### src/rtl/dsp_wdata_router.sv
// Write-data router: queues AW routing decisions and steers W bursts to slave ports in AW order.
// Optional master-WLAST mismatch flag enabled by defining DSP_WDATA_WLAST_CHECK_EN.
module dsp_wdata_router #(
    parameter int SLV_AMT    = 4,
    parameter int DATA_WIDTH = 32,
    parameter int STRB_WIDTH = DATA_WIDTH / 8,
    parameter int SLV_ID_W   = $clog2(SLV_AMT),
    parameter int LEN_W      = 8,
    parameter int OST_DEPTH  = 4
) (
    input  logic                           ACLK_i,
    input  logic                           ARESETn_i,
    input  logic [DATA_WIDTH-1:0]          m_WDATA_i,
    input  logic [STRB_WIDTH-1:0]          m_WSTRB_i,
    input  logic                           m_WLAST_i,
    input  logic                           m_WVALID_i,
    output logic                           m_WREADY_o,
    input  logic [SLV_ID_W-1:0]            dsp_AW_slv_id_i,
    input  logic [LEN_W-1:0]               dsp_AW_len_i,
    input  logic                           dsp_AW_valid_i,
    output logic                           dsp_AW_ready_o,
    output logic [DATA_WIDTH*SLV_AMT-1:0]  sa_WDATA_o,
    output logic [STRB_WIDTH*SLV_AMT-1:0]  sa_WSTRB_o,
    output logic [SLV_AMT-1:0]             sa_WLAST_o,
    output logic [SLV_AMT-1:0]             sa_WVALID_o,
    input  logic [SLV_AMT-1:0]             sa_WREADY_i,
    output logic [$clog2(OST_DEPTH+1)-1:0] ost_cnt_o,
    output logic                           wlast_err_o
);

    localparam int PTR_W = $clog2(OST_DEPTH);
    localparam int CNT_W = $clog2(OST_DEPTH + 1);
    localparam int Q_W   = SLV_ID_W + LEN_W;

    logic [Q_W-1:0]        mem_q [OST_DEPTH];
    logic [PTR_W-1:0]      wr_ptr_q, wr_ptr_d;
    logic [PTR_W-1:0]      rd_ptr_q, rd_ptr_d;
    logic [CNT_W-1:0]      cnt_q, cnt_d;
    logic [LEN_W-1:0]      beat_q, beat_d;
    logic [DATA_WIDTH-1:0] data_q, data_d;
    logic [STRB_WIDTH-1:0] strb_q, strb_d;
    logic                  last_q, last_d;
    logic [SLV_ID_W-1:0]   sel_q, sel_d;
    logic                  vld_q, vld_d;

    logic                  full, empty, push, pop;
    logic                  in_fire, out_fire, is_last;
    logic [SLV_ID_W-1:0]   h_id;
    logic [LEN_W-1:0]      h_len;

    assign full           = (cnt_q == CNT_W'(OST_DEPTH));
    assign empty          = (cnt_q == '0);
    assign {h_id, h_len}  = mem_q[rd_ptr_q];
    assign is_last        = (beat_q == h_len);
    assign dsp_AW_ready_o = ~full;
    assign push           = dsp_AW_valid_i & ~full;
    assign out_fire       = vld_q & sa_WREADY_i[sel_q];
    assign m_WREADY_o     = ~empty & (~vld_q | out_fire);
    assign in_fire        = m_WVALID_i & m_WREADY_o;
    assign pop            = in_fire & is_last;
    assign ost_cnt_o      = cnt_q;

    always_ff @(posedge ACLK_i) begin
        if (push) begin
            mem_q[wr_ptr_q] <= {dsp_AW_slv_id_i, dsp_AW_len_i};
        end
    end

    // Queue bookkeeping, beat counter and the single output stage register.
    always_comb begin
        wr_ptr_d = wr_ptr_q;
        rd_ptr_d = rd_ptr_q;
        cnt_d    = cnt_q;
        beat_d   = beat_q;
        data_d   = data_q;
        strb_d   = strb_q;
        last_d   = last_q;
        sel_d    = sel_q;
        vld_d    = vld_q;
        if (push) begin
            wr_ptr_d = wr_ptr_q + PTR_W'(1);
        end
        if (pop) begin
            rd_ptr_d = rd_ptr_q + PTR_W'(1);
        end
        if (push && !pop) begin
            cnt_d = cnt_q + CNT_W'(1);
        end else if (!push && pop) begin
            cnt_d = cnt_q - CNT_W'(1);
        end
        if (in_fire) begin
            data_d = m_WDATA_i;
            strb_d = m_WSTRB_i;
            last_d = is_last;
            sel_d  = h_id;
            vld_d  = 1'b1;
            beat_d = is_last ? '0 : beat_q + LEN_W'(1);
        end else if (out_fire) begin
            vld_d = 1'b0;
        end
    end

    always_ff @(posedge ACLK_i) begin
        if (!ARESETn_i) begin
            wr_ptr_q <= '0;
            rd_ptr_q <= '0;
            cnt_q    <= '0;
            beat_q   <= '0;
            data_q   <= '0;
            strb_q   <= '0;
            last_q   <= 1'b0;
            sel_q    <= '0;
            vld_q    <= 1'b0;
        end else begin
            wr_ptr_q <= wr_ptr_d;
            rd_ptr_q <= rd_ptr_d;
            cnt_q    <= cnt_d;
            beat_q   <= beat_d;
            data_q   <= data_d;
            strb_q   <= strb_d;
            last_q   <= last_d;
            sel_q    <= sel_d;
            vld_q    <= vld_d;
        end
    end

    assign sa_WDATA_o = {SLV_AMT{data_q}};
    assign sa_WSTRB_o = {SLV_AMT{strb_q}};
    assign sa_WLAST_o = {SLV_AMT{last_q}};

    for (genvar i = 0; i < SLV_AMT; i++) begin : g_valid
        assign sa_WVALID_o[i] = vld_q & (sel_q == SLV_ID_W'(i));
    end

`ifdef DSP_WDATA_WLAST_CHECK_EN
    logic err_q;

    always_ff @(posedge ACLK_i) begin
        if (!ARESETn_i) begin
            err_q <= 1'b0;
        end else begin
            err_q <= in_fire & (m_WLAST_i != is_last);
        end
    end

    assign wlast_err_o = err_q;
`else
    logic unused_wlast;

    assign unused_wlast = m_WLAST_i;
    assign wlast_err_o  = 1'b0;
`endif

endmodule

### config.mk
export PLATFORM = sky130hd
export DESIGN_NAME = dsp_wdata_router
export DESIGN_NICKNAME = d
export VERILOG_FILES = /design/src/rtl/dsp_wdata_router.sv
export SDC_FILE = /design/constraint.sdc
export NUM_CORES = 1
export LEC_CHECK = 0
export CAP_MARGIN = 25
export CORE_UTILIZATION = 46
export DETAILED_ROUTE_END_ITERATION = 16
export PLACE_DENSITY = 0.87
export SYNTH_ARGS = -nofsm -noshare
export SYNTH_HDL_FRONTEND = slang
export SYNTH_SLANG_ARGS = --single-unit
### constraint.sdc
create_clock -name ACLK_i -period 6.2 [get_ports ACLK_i]
set_input_delay 1.24 -clock ACLK_i [delete_from_list [all_inputs] [get_ports ACLK_i]]
set_output_delay 1.24 -clock ACLK_i [all_outputs]
set_load 0.01 [all_outputs]
Word-level counts from Yosys, hierarchy flattened --
Memories as Yosys holds them, arrays and structs flattened. A register that Yosys moved wholly into a read port is not among the register bits. Cells that the tools add are included.
Word-level totals: bits in registers 55, memory bits (writable) 40, output and inout port bits 158, word-level logic and storage cells 53, memories kept 1
Cells by class: add/subtract/negate cells 5, magnitude comparators 1, eq/ne operators 5, multiplexer cells 11, bitwise gates (word level) 13, reduce and logical (&&, ||, !) cells 8
Memories:
- mem_q | words 4, width 10, read ports 1, clocked after memory_dff 1, write ports 1, RTL line 35 | logic [Q_W-1:0] mem_q [OST_DEPTH];
Operator list (number):
- $and A1 B1 Y1 | 9
- $add A8 B1 Y8 const B | 1
- $eq A8 B8 Y1 | 1
- $mux W8 | 1
- $mux W3 | 2
- $mux W1 | 5
- $add A2 B1 Y2 const B | 2
- $eq A2 B2 Y1 const B | 2
- $mux W2 | 2
- $reduce_bool A2 Y1 | 2
- $add A3 B1 Y3 const B | 1
- $eq A3 B3 Y1 const B | 1
- $logic_not A3 Y1 | 1
- $lt A2 B3 Y1 const B | 1
- $not A1 Y1 | 3
- $sub A3 B1 Y3 const B | 1
- $bmux W1 S2 | 1
- $eq A2 B1 Y1 const B | 1
- $logic_and A1 B1 Y1 | 2
- $logic_not A1 Y1 | 2
- $logic_not A2 Y1 | 1
- $or A1 B1 Y1 | 1

Longest topological paths before layout --
Gate-level depths: netlist of the first run.
word-level depth 10, gate-level depth with buffers 13, depth with buffers taken out 11

Worst setup path before layout of the first run --
OpenSTA, ideal clock, no wires.
kind input to register, from input sa_WREADY_i[3], to register cnt_q[2], in the netlist ost_cnt_o[2], setup time 0.076 ns, arrival 3.431 ns, slack 2.694 ns, cell stages on the path 12, cell sequence mux2_2 o221a_2 buf_2 nand4_1 or2_1 buf_6 ha_1 inv_1 fa_1 xor2_1 or3_1 a21boi_0
Between the ends: longest elaborated chain between the ends 10, elaborated cells on any way between the ends 12, those cells by class mux: 3; bitwise: 5; reduce/logical: 4
Ends and longest elaborated chain:
- from (decl) | RTL line 26 | input logic [SLV_AMT-1:0] sa_WREADY_i,
- $bmux W1 S2 * | RTL line 57 | assign out_fire = vld_q & sa_WREADY_i[sel_q];
- $mux W1 (implied by the code) * | RTL line 57
- $and A1 B1 Y1 * | RTL line 57
- $or A1 B1 Y1 * | RTL line 58 | assign m_WREADY_o = ~empty & (~vld_q | out_fire);
- $and A1 B1 Y1 * | RTL line 58
- $and A1 B1 Y1 * | RTL line 59 | assign in_fire = m_WVALID_i & m_WREADY_o;
- $and A1 B1 Y1 * | RTL line 60 | assign pop = in_fire & is_last;
- $logic_not A1 Y1 | RTL line 86 | if (push && !pop) begin
- $logic_and A1 B1 Y1 | RTL line 86
- $mux W3 / $reduce_bool A2 Y1 (equally long branches)
- to (signal assigned) | RTL line 117 | cnt_q <= cnt_d;
- to (decl) | RTL line 38 | logic [CNT_W-1:0] cnt_q, cnt_d;
Every way passes the cells marked *; elsewhere a longest branch is shown, timed or not. The select of a mux whose other input is x is not followed. A chain may end at the register's enable or synchronous reset.

Worst setup path after layout of the first run --
Ends and elaborated chain as after synthesis.

==> flow_summary.json, run 1 <==
{
  "startpoint_type": "input pin",
  "min_path_cells": 2,
  "reg2reg_to": "ost_cnt_o[2]$_SDFFE_PN0P_",
  "dr.pass1.iters": 4,
  "finalNonFillerCells": 688,
  "reg2reg_depth": 11,
  "drv_slew": 0,
  "cp_max_fo": 46,
  "via_per_inst": 4.79,
  "endpoint_kind": "flop",
  "drc": 0,
  "fin_ws_ns": 2.26,
  "wl_per_cell_um": 15.4,
  "cts_sinks": 97,
  "max_freq_mhz": 254,
  "pre_cts_ws_ns": 1.87,
  "min_to": "rd_ptr_q[1]$_SDFFE_PN0P_",
  "fillers": 761,
  "hold_slack_ns": 0.487,
  "grt_pass1_vias": 3241,
  "gr-total-overflow": 0,
  "syn_area_mm2": 0.00477,
  "outcome": "complete, no violations",
  "die_h_um": 104,
  "path_class": "in2reg",
  "drv_cap": 0,
  "vias": 3293,
  "portBuffers": 210,
  "p_leak_nw": 2.19,
  "yosys-top-cells-area": "edfxtp_1 (25%), dfxtp_1 (24%), buf_4 (18%), nand2_1 (6.9%), a21boi_0 (6.1%)",
  "setup_tns_ns": 0,
  "syn_area_per_cell_um2": 10.4,
  "design.die.area_mm2": 0.0108,
  "seq_area_frac_synth_pct": 49.1,
  "hold_viol_final": 0,
  "diodes": 0,
  "ctsHoldBuffers": 0,
  "yosys.area.top_type_share_pct": 25.2,
  "gp_congestion": 0.848,
  "tritoncts": "built",
  "rows": 36,
  "grt_use_total_pct": 19.8,
  "cts_buffer_depth": 2,
  "worstSkewPairLatency_ns": 0.36,
  "syn-num-nets": 519,
  "antenna_found_initial": 0,
  "skew_ns": 0.0151,
  "worst_ep_arrival_time_ns": 4.22,
  "max-slew-margin-rel_pct": 58.1,
  "drive_gt1_share_pct": 5.59,
  "grt_max_degree": 51,
  "power_density_mw_per_mm2": 276,
  "hold_path.class": "reg2reg",
  "coreArea_mm2": 0.00991,
  "period_needed_ns": 3.94,
  "drtIter0Drc": 142,
  "syn_inst": 457,
  "grt_pass1_wl_um": 16900,
  "post_cts_resize_count": 0,
  "fin_crit_sh_pct": 63.5,
  "hold_start": "rd_ptr_q[1]$_SDFFE_PN0P_",
  "ios": 213,
  "initial_core_util_pct": 48.1,
  "htreeDepth": 3,
  "worst-slew-pin-transition_ns": 0.628,
  "cts_setup_buffers": 0,
  "root_buffer": "clkbuf_8",
  "reg2reg_slack_ns": 2.81,
  "yosys_register_bits": 97,
  "area_delta_synth_final_pct": 32.4,
  "setup_viol": 0,
  "rsz0062_at_grt": "false",
  "clk_pin_slew_worst_paths_ns": 0.09,
  "synthDistinctLibCells": 41,
  "hpwl_um": 7990,
  "final_nets": 612,
  "routed_wirelength_um": 10600,
  "synth_top_area_cell": "edfxtp_1",
  "required_ns": 6.48,
  "placed_cells": 672,
  "yosys_warnings": 0,
  "die_w_um": 104,
  "cts_buffers": 9,
  "irDropWorstVdd_mv": 0.199,
  "ant_nets": 0
}
-- Yosys cell counts --
cell,n
buf_6,2
buf_4,113
and3_1,4
ha_1,6
nand2_1,88
a211oi_1,1
o21ai_1,1
buf_2,2
nor4_2,1
nand2b_1,4
conb_1,1
nand4_1,3
mux4_2,8
o31a_1,1
or2_1,1
o21ai_0,1
or3_1,1
xnor2_1,9
nand3_1,2
mux2i_1,9
nor3_1,2
nor3b_1,1
xor2_1,9
o21a_1,1
buf_1,1
or2_2,1
edfxtp_1,40
inv_1,5
clkbuf_1,13
a21boi_0,39
o221a_2,1
o22ai_1,1
a21oi_1,1
nor2_1,16
fa_1,1
o211a_1,1
a21boi_1,1
mux2_2,2
and2_1,4
nor2b_1,2
dfxtp_1,57
-- placed cells by master (no fill, tap or decap), types with 3 or more instances in the layout --
| cell | synthesis | routed |
|---|---|---|
| dfxtp_1 | 57 | 57 |
| mux4_2 | 8 | 8 |
| nand2b_1 | 4 | 4 |
| and3_1 | 4 | 4 |
| clkbuf_8 | 0 | 9 |
| mux2i_1 | 9 | 9 |
| buf_4 | 113 | 3 |
| xor2_1 | 9 | 9 |
| clkdlybuf4s50_1 | 0 | 210 |
| edfxtp_1 | 40 | 40 |
| ha_1 | 6 | 6 |
| xnor2_1 | 9 | 9 |
| nand4_1 | 3 | 3 |
| and2_1 | 4 | 4 |
| inv_1 | 5 | 5 |
| inv_6 | 0 | 3 |
| a21boi_0 | 39 | 39 |
| nand2_1 | 88 | 88 |
| nor2_1 | 16 | 16 |
-- stage by stage --
stage                     util (%)  power (W)  area [um2]
after CTS                     63.7    0.00176        6310
after floorplan                  -    0.00114        4770
after global placement        61.8    0.00135        6120
after detailed placement      61.8    0.00138        6120
after global routing          63.7    0.00183        6310
final                         63.7    0.00174        6310
-- where the power goes --
group | leakage (nW) | internal (W) | switching, W
clock | 0.0957 | 0.000157 | 0.000227
combinational | 1.27 | 0.000312 | 0.000242
sequential | 0.831 | 0.000731 | 0.0000695
total | 2.19 | 0.00120 | 0.000539
-- per-layer routing --
| layer | up-vias | track usage (%) | part of all wire [%] |
|---|---|---|---|
| met3 | 18 | 5.35 | 4.6 |
| met2 | 111 | 36.8 | 54 |
| met5 | - | 0 | 0 |
| met1 | 1571 | 21.9 | 40 |
| li1 | 1593 | - | - |
| met4 | 0 | 5.82 | 1.8 |
-- sequential cells by signal, summed over array words and instances (netlist names), named ones only --
signal,cells
beat_q,8
data_q,32
last_q,1
mem_q,40
ost_cnt_o,3
rd_ptr_q,2
sel_q,2
strb_q,4
vld_q,1
wr_ptr_q,2
-- critical path, cell delays in order --
cell and delay, ns:
clkdlybuf4s50_1 0.39, mux2_2 0.27, o221a_2 0.26, buf_4 0.28, nand4_1 0.20, or2_1 0.23, ha_1 0.23, inv_1 0.06
fa_1 0.37, xor2_1 0.17, or3_1 0.31, a21boi_0 0.17
-- how the worst max path moves through the flow --
| stage | start | endpoint | slack [ns] |
|---|---|---|---|
| after floorplan | sa_WREADY_i[3] | ost_cnt_o[2]$_SDFFE_PN0P_ | 2.69 |
| after global placement | sa_WREADY_i[3] | ost_cnt_o[2]$_SDFFE_PN0P_ | 1.98 |
| after detailed placement | sa_WREADY_i[3] | ost_cnt_o[2]$_SDFFE_PN0P_ | 1.87 |
| after CTS | sa_WREADY_i[3] | ost_cnt_o[2]$_SDFFE_PN0P_ | 2.26 |
| after global routing | sa_WREADY_i[3] | ost_cnt_o[2]$_SDFFE_PN0P_ | 2.14 |
| final | sa_WREADY_i[3] | ost_cnt_o[2]$_SDFFE_PN0P_ | 2.26 |
-- cell families after synthesis --
group	Yosys count	share of synthesized area, %
simple gates	130	11.7
buf+inv	136	20.0
mux	19	6.14
xor+xnor	18	3.31
fa+ha+maj	7	2.00
other cells	1	0.0787
compound gates	49	7.69
flops	97	49.1
-- final cells by class --
cell class,instances,area (um2),share of cell area [%]
clock buffer,10,128,2.02
clock inverter,6,57.6,0.912
inverter,5,18.8,0.298
multi-input combinational,224,1470,23.3
sequential,97,2340,37.1
tap,133,166,2.64
timing repair buffer,213,2120,33.7
(Power assumes the default switching activity.)
==> run 2: changes to the inputs <==
--- a/config.mk
+++ b/config.mk
@@ -6,9 +6,9 @@
 export NUM_CORES = 1
 export LEC_CHECK = 0
 export CAP_MARGIN = 25
-export CORE_UTILIZATION = 46
+export CORE_UTILIZATION = 38
 export DETAILED_ROUTE_END_ITERATION = 16
-export PLACE_DENSITY = 0.87
+export PLACE_DENSITY = 0.77
 export SYNTH_ARGS = -nofsm -noshare
 export SYNTH_HDL_FRONTEND = slang
 export SYNTH_SLANG_ARGS = --single-unit
==> constraint.sdc (replaced) <==
create_clock -name ACLK_i -period 3.6 [get_ports ACLK_i]
set_input_delay 0.72 -clock ACLK_i [delete_from_list [all_inputs] [get_ports ACLK_i]]
set_output_delay 0.72 -clock ACLK_i [all_outputs]
set_load 0.01 [all_outputs]
==> run 2 against run 1 <==
  * Routed wire length decreased by 1.9%
  * Die area increased by 21%
  * Hold slack lost 0.00088 ns
  * Utilization is 10 points lower
  * First-iteration DRC count increased by 3.5%
  * Clock power up 150%
  * Clock-buffer cell count decreased by 1
==> flow_summary.json, run 2 (synthesis results as in run 1) <==
{
  "finalNonFillerCells": 726,
  "hold_path.class": "reg2reg",
  "outcome": "complete, no violations",
  "crit_top_cell": "xor2_1",
  "max-slew-margin-rel_pct": 59.2,
  "htreeDepth": 3,
  "irDropWorstVdd_mv": 0.392,
  "setup_tns_ns": 0,
  "drc": 0,
  "grt_use_total_pct": 15.8,
  "largest-register": "mem_q",
  "max_freq_mhz": 310,
  "wl_per_cell_um": 14.3,
  "fin_util_pct": 53.6,
  "setup_viol": 0,
  "required_ns": 3.87,
  "design.die.area_mm2": 0.0130,
  "cpPeakStageDelay_ns": 0.55,
  "ant_nets": 0,
  "drv_cap": 0,
  "top_regs": "mem_q (40), data_q (32), beat_q (8)",
  "seqPwrFrac_pct": 41.8,
  "grt_max_degree": 46,
  "initial_core_util_pct": 39.3,
  "p_switching_w": 0.000980,
  "rsz0062_at_grt": "false",
  "p_leak_nw": 2.26,
  "portBuffers": 210,
  "endpoint_kind": "flop",
  "rows": 40,
  "routed_wirelength_um": 10400,
  "gr-total-overflow": 0,
  "area_delta_synth_final_pct": 36.2,
  "crit_buf_inv": 1,
  "hold_viol_final": 0,
  "layout_common_cells": "clkdlybuf4s50_1 (210), nand2_1 (88), dfxtp_1 (57), edfxtp_1 (40), a21boi_0 (39)",
  "clk_pin_slew_worst_paths_ns": 0.07,
  "fin_crit_sh_pct": 89.6,
  "drive_gt1_share_pct": 6.09,
  "worst_ep_arrival_time_ns": 3.49,
  "via_per_inst": 4.46,
  "cts_sinks": 97,
  "tritoncts": "built",
  "clockPowerShare_pct": 28.7,
  "power_density_mw_per_mm2": 505,
  "die_h_um": 114,
  "grt_pass1_wl_um": 15500,
  "placed_cells": 710,
  "diodes": 0,
  "cts_setup_buffers": 0,
  "ctsHoldBuffers": 0,
  "critPathSlowestCell": "mux4_2",
  "hold_slack_ns": 0.486,
  "drv_slew": 0,
  "startpoint_type": "flop",
  "skew_ns": 0.00629,
  "cp_max_fo": 5,
  "root_buffer": "clkbuf_16",
  "coreArea_mm2": 0.0121,
  "path_class": "reg2reg",
  "final_nets": 615,
  "swShare_pct": 29.9,
  "cpLargestDelayFamily": "simple AND/OR/NAND/NOR gates",
  "die_w_um": 114,
  "vias": 3239,
  "post_cts_resize_count": 0,
  "largest_reg_flops": 40,
  "period_needed_ns": 3.23,
  "comb_power_share_pct": 29.5,
  "drtIter0Drc": 147,
  "ios": 213,
  "final_common_cell": "clkdlybuf4s50_1",
  "gp_congestion": 0.708,
  "grt_pass1_vias": 2952,
  "worst-slew-pin-transition_ns": 0.608,
  "reg2reg_slack_ns": 0.37,
  "crit_chain": "mux4_2, xor2_1, nor4_2, nand4_1, or2_1, ha_1, inv_1, fa_1, xor2_1, or3_1, a21boi_0",
  "hpwl_um": 7670,
  "cts_buffers": 9,
  "p_int_w": 0.00229,
  "antenna_found_initial": 0,
  "dr.pass1.iters": 4,
  "cts_buffer_depth": 2,
  "worstSkewPairLatency_ns": 0.35
}
[run 2: cell count changes in the layout (fill, tap and decap cells not counted), sizes merged]
cell / delta
inv: +1
buf: +3
clkbuf: -1
[run 2: routing by layer]
| layer | GRT usage (%) | part of all wire, % | vias up | wire, um |
|---|---|---|---|---|
| met3 | 5.15 | 6.3 | 14 | 649 |
| met1 | 17.1 | 41 | 1522 | 4240 |
| met2 | 28.1 | 51 | 111 | 5280 |
| li1 | - | - | 1592 | - |
| met5 | 0 | 0 | - | 0 |
| met4 | 6.75 | 1.8 | 0 | 189 |
[run 2: path summary, 6_finish.rpt]
check | endpoint | cells past startpoint | start
worst max register to register | ost_cnt_o[2]$_SDFFE_PN0P_ | 11 | flop
worst min-delay path | rd_ptr_q[1]$_SDFFE_PN0P_ | 2 | rd_ptr_q[1]$_SDFFE_PN0P_
worst min register to register | rd_ptr_q[1]$_SDFFE_PN0P_ | 2 | rd_ptr_q[1]$_SDFFE_PN0P_
worst max-delay path | ost_cnt_o[2]$_SDFFE_PN0P_ | 11 | flop
[run 2: through the flow]
| step | setup slack [ns] | power, W | area [um2] |
|---|---|---|---|
| 2_1_floorplan | 0.614 | 0.00197 | 4770 |
| 3_3_place_gp | 0.233 | 0.00234 | 6200 |
| 3_5_place_dp | 0.119 | 0.00237 | 6200 |
| 4_1_cts | 0.381 | 0.00332 | 6490 |
| 5_1_grt | 0.191 | 0.00344 | 6490 |
| 6_report | 0.373 | 0.00327 | 6490 |
[run 2: area by class of cell]
type	instances	area, um2
fill	1056	5620
clock buffer	9	225
timing repair buffer	216	2160
sequential	97	2340
clock inverter	7	63.8
inverter	5	18.8
multi-input combinational	224	1470
tap	168	210
[run 2: power groups by stage]
stage          registers [W]  clock network, W  logic [W]
2_1_floorplan        0.00140                 0   0.000570
3_3_place_gp         0.00138                 0   0.000958
3_5_place_dp         0.00140                 0   0.000975
4_1_cts              0.00137          0.000969   0.000978
5_1_grt              0.00139           0.00101    0.00104
6_report             0.00137          0.000941   0.000967
[run 2: tightest hold or removal path, delay by kind of cell, from the launching register on]
kind          cells  cell delay [ns]
simple gates      1             0.05
mux               1             0.07
flops             1             0.31
==> run 3: changes to the inputs <==
--- a/config.mk
+++ b/config.mk
@@ -6,9 +6,10 @@
 export NUM_CORES = 1
 export LEC_CHECK = 0
 export CAP_MARGIN = 25
-export CORE_UTILIZATION = 38
+export CORE_UTILIZATION = 57
 export DETAILED_ROUTE_END_ITERATION = 16
-export PLACE_DENSITY = 0.77
+export DONT_BUFFER_PORTS = 1
+export PLACE_DENSITY = 0.75
 export SYNTH_ARGS = -nofsm -noshare
 export SYNTH_HDL_FRONTEND = slang
 export SYNTH_SLANG_ARGS = --single-unit
==> run 3 against run 2 <==
  * Routed wire length is 20% lower
  * Maximum frequency shrank 2.1%
  * Sequential cell count is the same
  * Global-route usage rose by 3.4 points
  * Via count is 22% lower
==> flow_summary.json, run 3 (synthesis results as in run 1) <==
{
  "cts_setup_buffers": 0,
  "grt_pass1_vias": 2413,
  "skew_ns": 0.0134,
  "min_path_cells": 0,
  "endpoint_kind": "flop",
  "drtIter0Drc": 107,
  "p_leak_nw": 1.45,
  "top_regs": "mem_q (40), data_q (32), beat_q (8)",
  "fin_crit_sh_pct": 91.5,
  "critPathSlowestCell": "dfxtp_1",
  "cp_max_fo": 10,
  "period_needed_ns": 3.30,
  "cpPeakStageDelay_ns": 0.71,
  "drv_slew": 0,
  "cts_sinks": 97,
  "grt_pass1_wl_um": 12500,
  "tritoncts": "built",
  "vias": 2536,
  "setup_tns_ns": 0,
  "final_common_cell": "nand2_1",
  "gr-total-overflow": 0,
  "hpwl_um": 5880,
  "rsz0062_at_grt": "false",
  "layout_common_cells": "nand2_1 (88), dfxtp_1 (57), edfxtp_1 (40), a21boi_0 (39), nor2_1 (16)",
  "grt_max_degree": 51,
  "area_delta_synth_final_pct": -12.0,
  "largest_reg_flops": 40,
  "antenna_found_initial": 0,
  "clk_pin_slew_worst_paths_ns": 0.11,
  "hold_viol_final": 0,
  "setup_viol": 0,
  "design.die.area_mm2": 0.00873,
  "rows": 32,
  "die_h_um": 93.4,
  "diodes": 0,
  "hold_slack_ns": 0.445,
  "reg2reg_depth": 11,
  "drive_gt1_share_pct": 9.54,
  "crit_top_cell": "xor2_1",
  "required_ns": 3.89,
  "hold_path.class": "in2reg",
  "crit_chain": "mux4_2, xor2_1, nor4_2, nand4_1, or2_1, ha_1, inv_1, fa_1, xor2_1, or3_1, a21boi_0",
  "ctsHoldBuffers": 0,
  "startpoint_type": "flop",
  "cts_buffers": 9,
  "max_freq_mhz": 303,
  "htreeDepth": 3,
  "cpLargestDelayFamily": "simple AND/OR/NAND/NOR gates",
  "wl_per_cell_um": 18.5,
  "via_per_inst": 5.66,
  "drv_cap": 0,
  "gp_congestion": 0.777,
  "drc": 0,
  "routed_wirelength_um": 8310,
  "ios": 213,
  "die_w_um": 93.4,
  "ant_nets": 0,
  "dr.pass1.iters": 4,
  "worstSkewPairLatency_ns": 0.36,
  "irDropWorstVdd_mv": 0.281,
  "coreArea_mm2": 0.00789,
  "power_density_mw_per_mm2": 605,
  "cp_num_cells": 11,
  "cts_buffer_depth": 2,
  "max-slew-margin-rel_pct": 60.1,
  "crit_buf_inv": 1,
  "reg2reg_slack_ns": 0.30,
  "worst_ep_arrival_time_ns": 3.58,
  "grt_use_total_pct": 19.2,
  "post_cts_resize_count": 0,
  "final_nets": 403,
  "portBuffers": 0,
  "worst-slew-pin-transition_ns": 0.597,
  "largest-register": "mem_q",
  "path_class": "reg2reg",
  "outcome": "complete, no violations",
  "root_buffer": "clkbuf_8",
  "initial_core_util_pct": 60.4
}
## run 3: cell type report
class,instances,area [um2]
Fill cell,674,3690
Sequential cell,97,2340
Multi-Input combinational cell,224,1470
Tap cell,102,128
Clock buffer,9,124
Clock inverter,7,78.8
Timing Repair Buffer,4,30.0
Inverter,5,18.8
## run 3: path summary, 6_finish.rpt
check / startpoint / end
worst max register to register: flop / ost_cnt_o[2]$_SDFFE_PN0P_
worst min register to register: sel_q[1]$_SDFFE_PN0P_ / sel_q[1]$_SDFFE_PN0P_
worst max-delay path: flop / ost_cnt_o[2]$_SDFFE_PN0P_
worst min-delay path: dsp_AW_len_i[6] / mem_q[1][6]$_DFFE_PP_
## run 3: per-layer routing
metal	GRT usage, %	share of wire [%]	vias up
met5	0	0	-
met1	22.7	39	1227
met3	8.78	11	13
li1	-	-	1164
met2	30.3	48	132
met4	7.82	1.7	0
## run 3: per-stage QoR
| stage | cell area, um2 | instances | setup WS [ns] | util [%] | power (W) |
|---|---|---|---|---|---|
| 2_1_floorplan | 4770 | 457 | 0.614 | - | 0.00197 |
| 3_3_place_gp | 3990 | 432 | 0.320 | 50.6 | 0.00184 |
| 3_5_place_dp | 3990 | 432 | 0.308 | 50.6 | 0.00186 |
| 4_1_cts | 4190 | 448 | 0.277 | 53.2 | 0.00256 |
| 5_1_grt | 4190 | 448 | 0.00126 | 53.2 | 0.00267 |
| 6_report | 4190 | 448 | 0.305 | 53.2 | 0.00254 |
## run 3: where the power goes
part           internal, W  total (W)  switching [W]
clock             0.000277   0.000707       0.000430
sequential         0.00126    0.00151       0.000248
combinational     0.000124   0.000323       0.000198
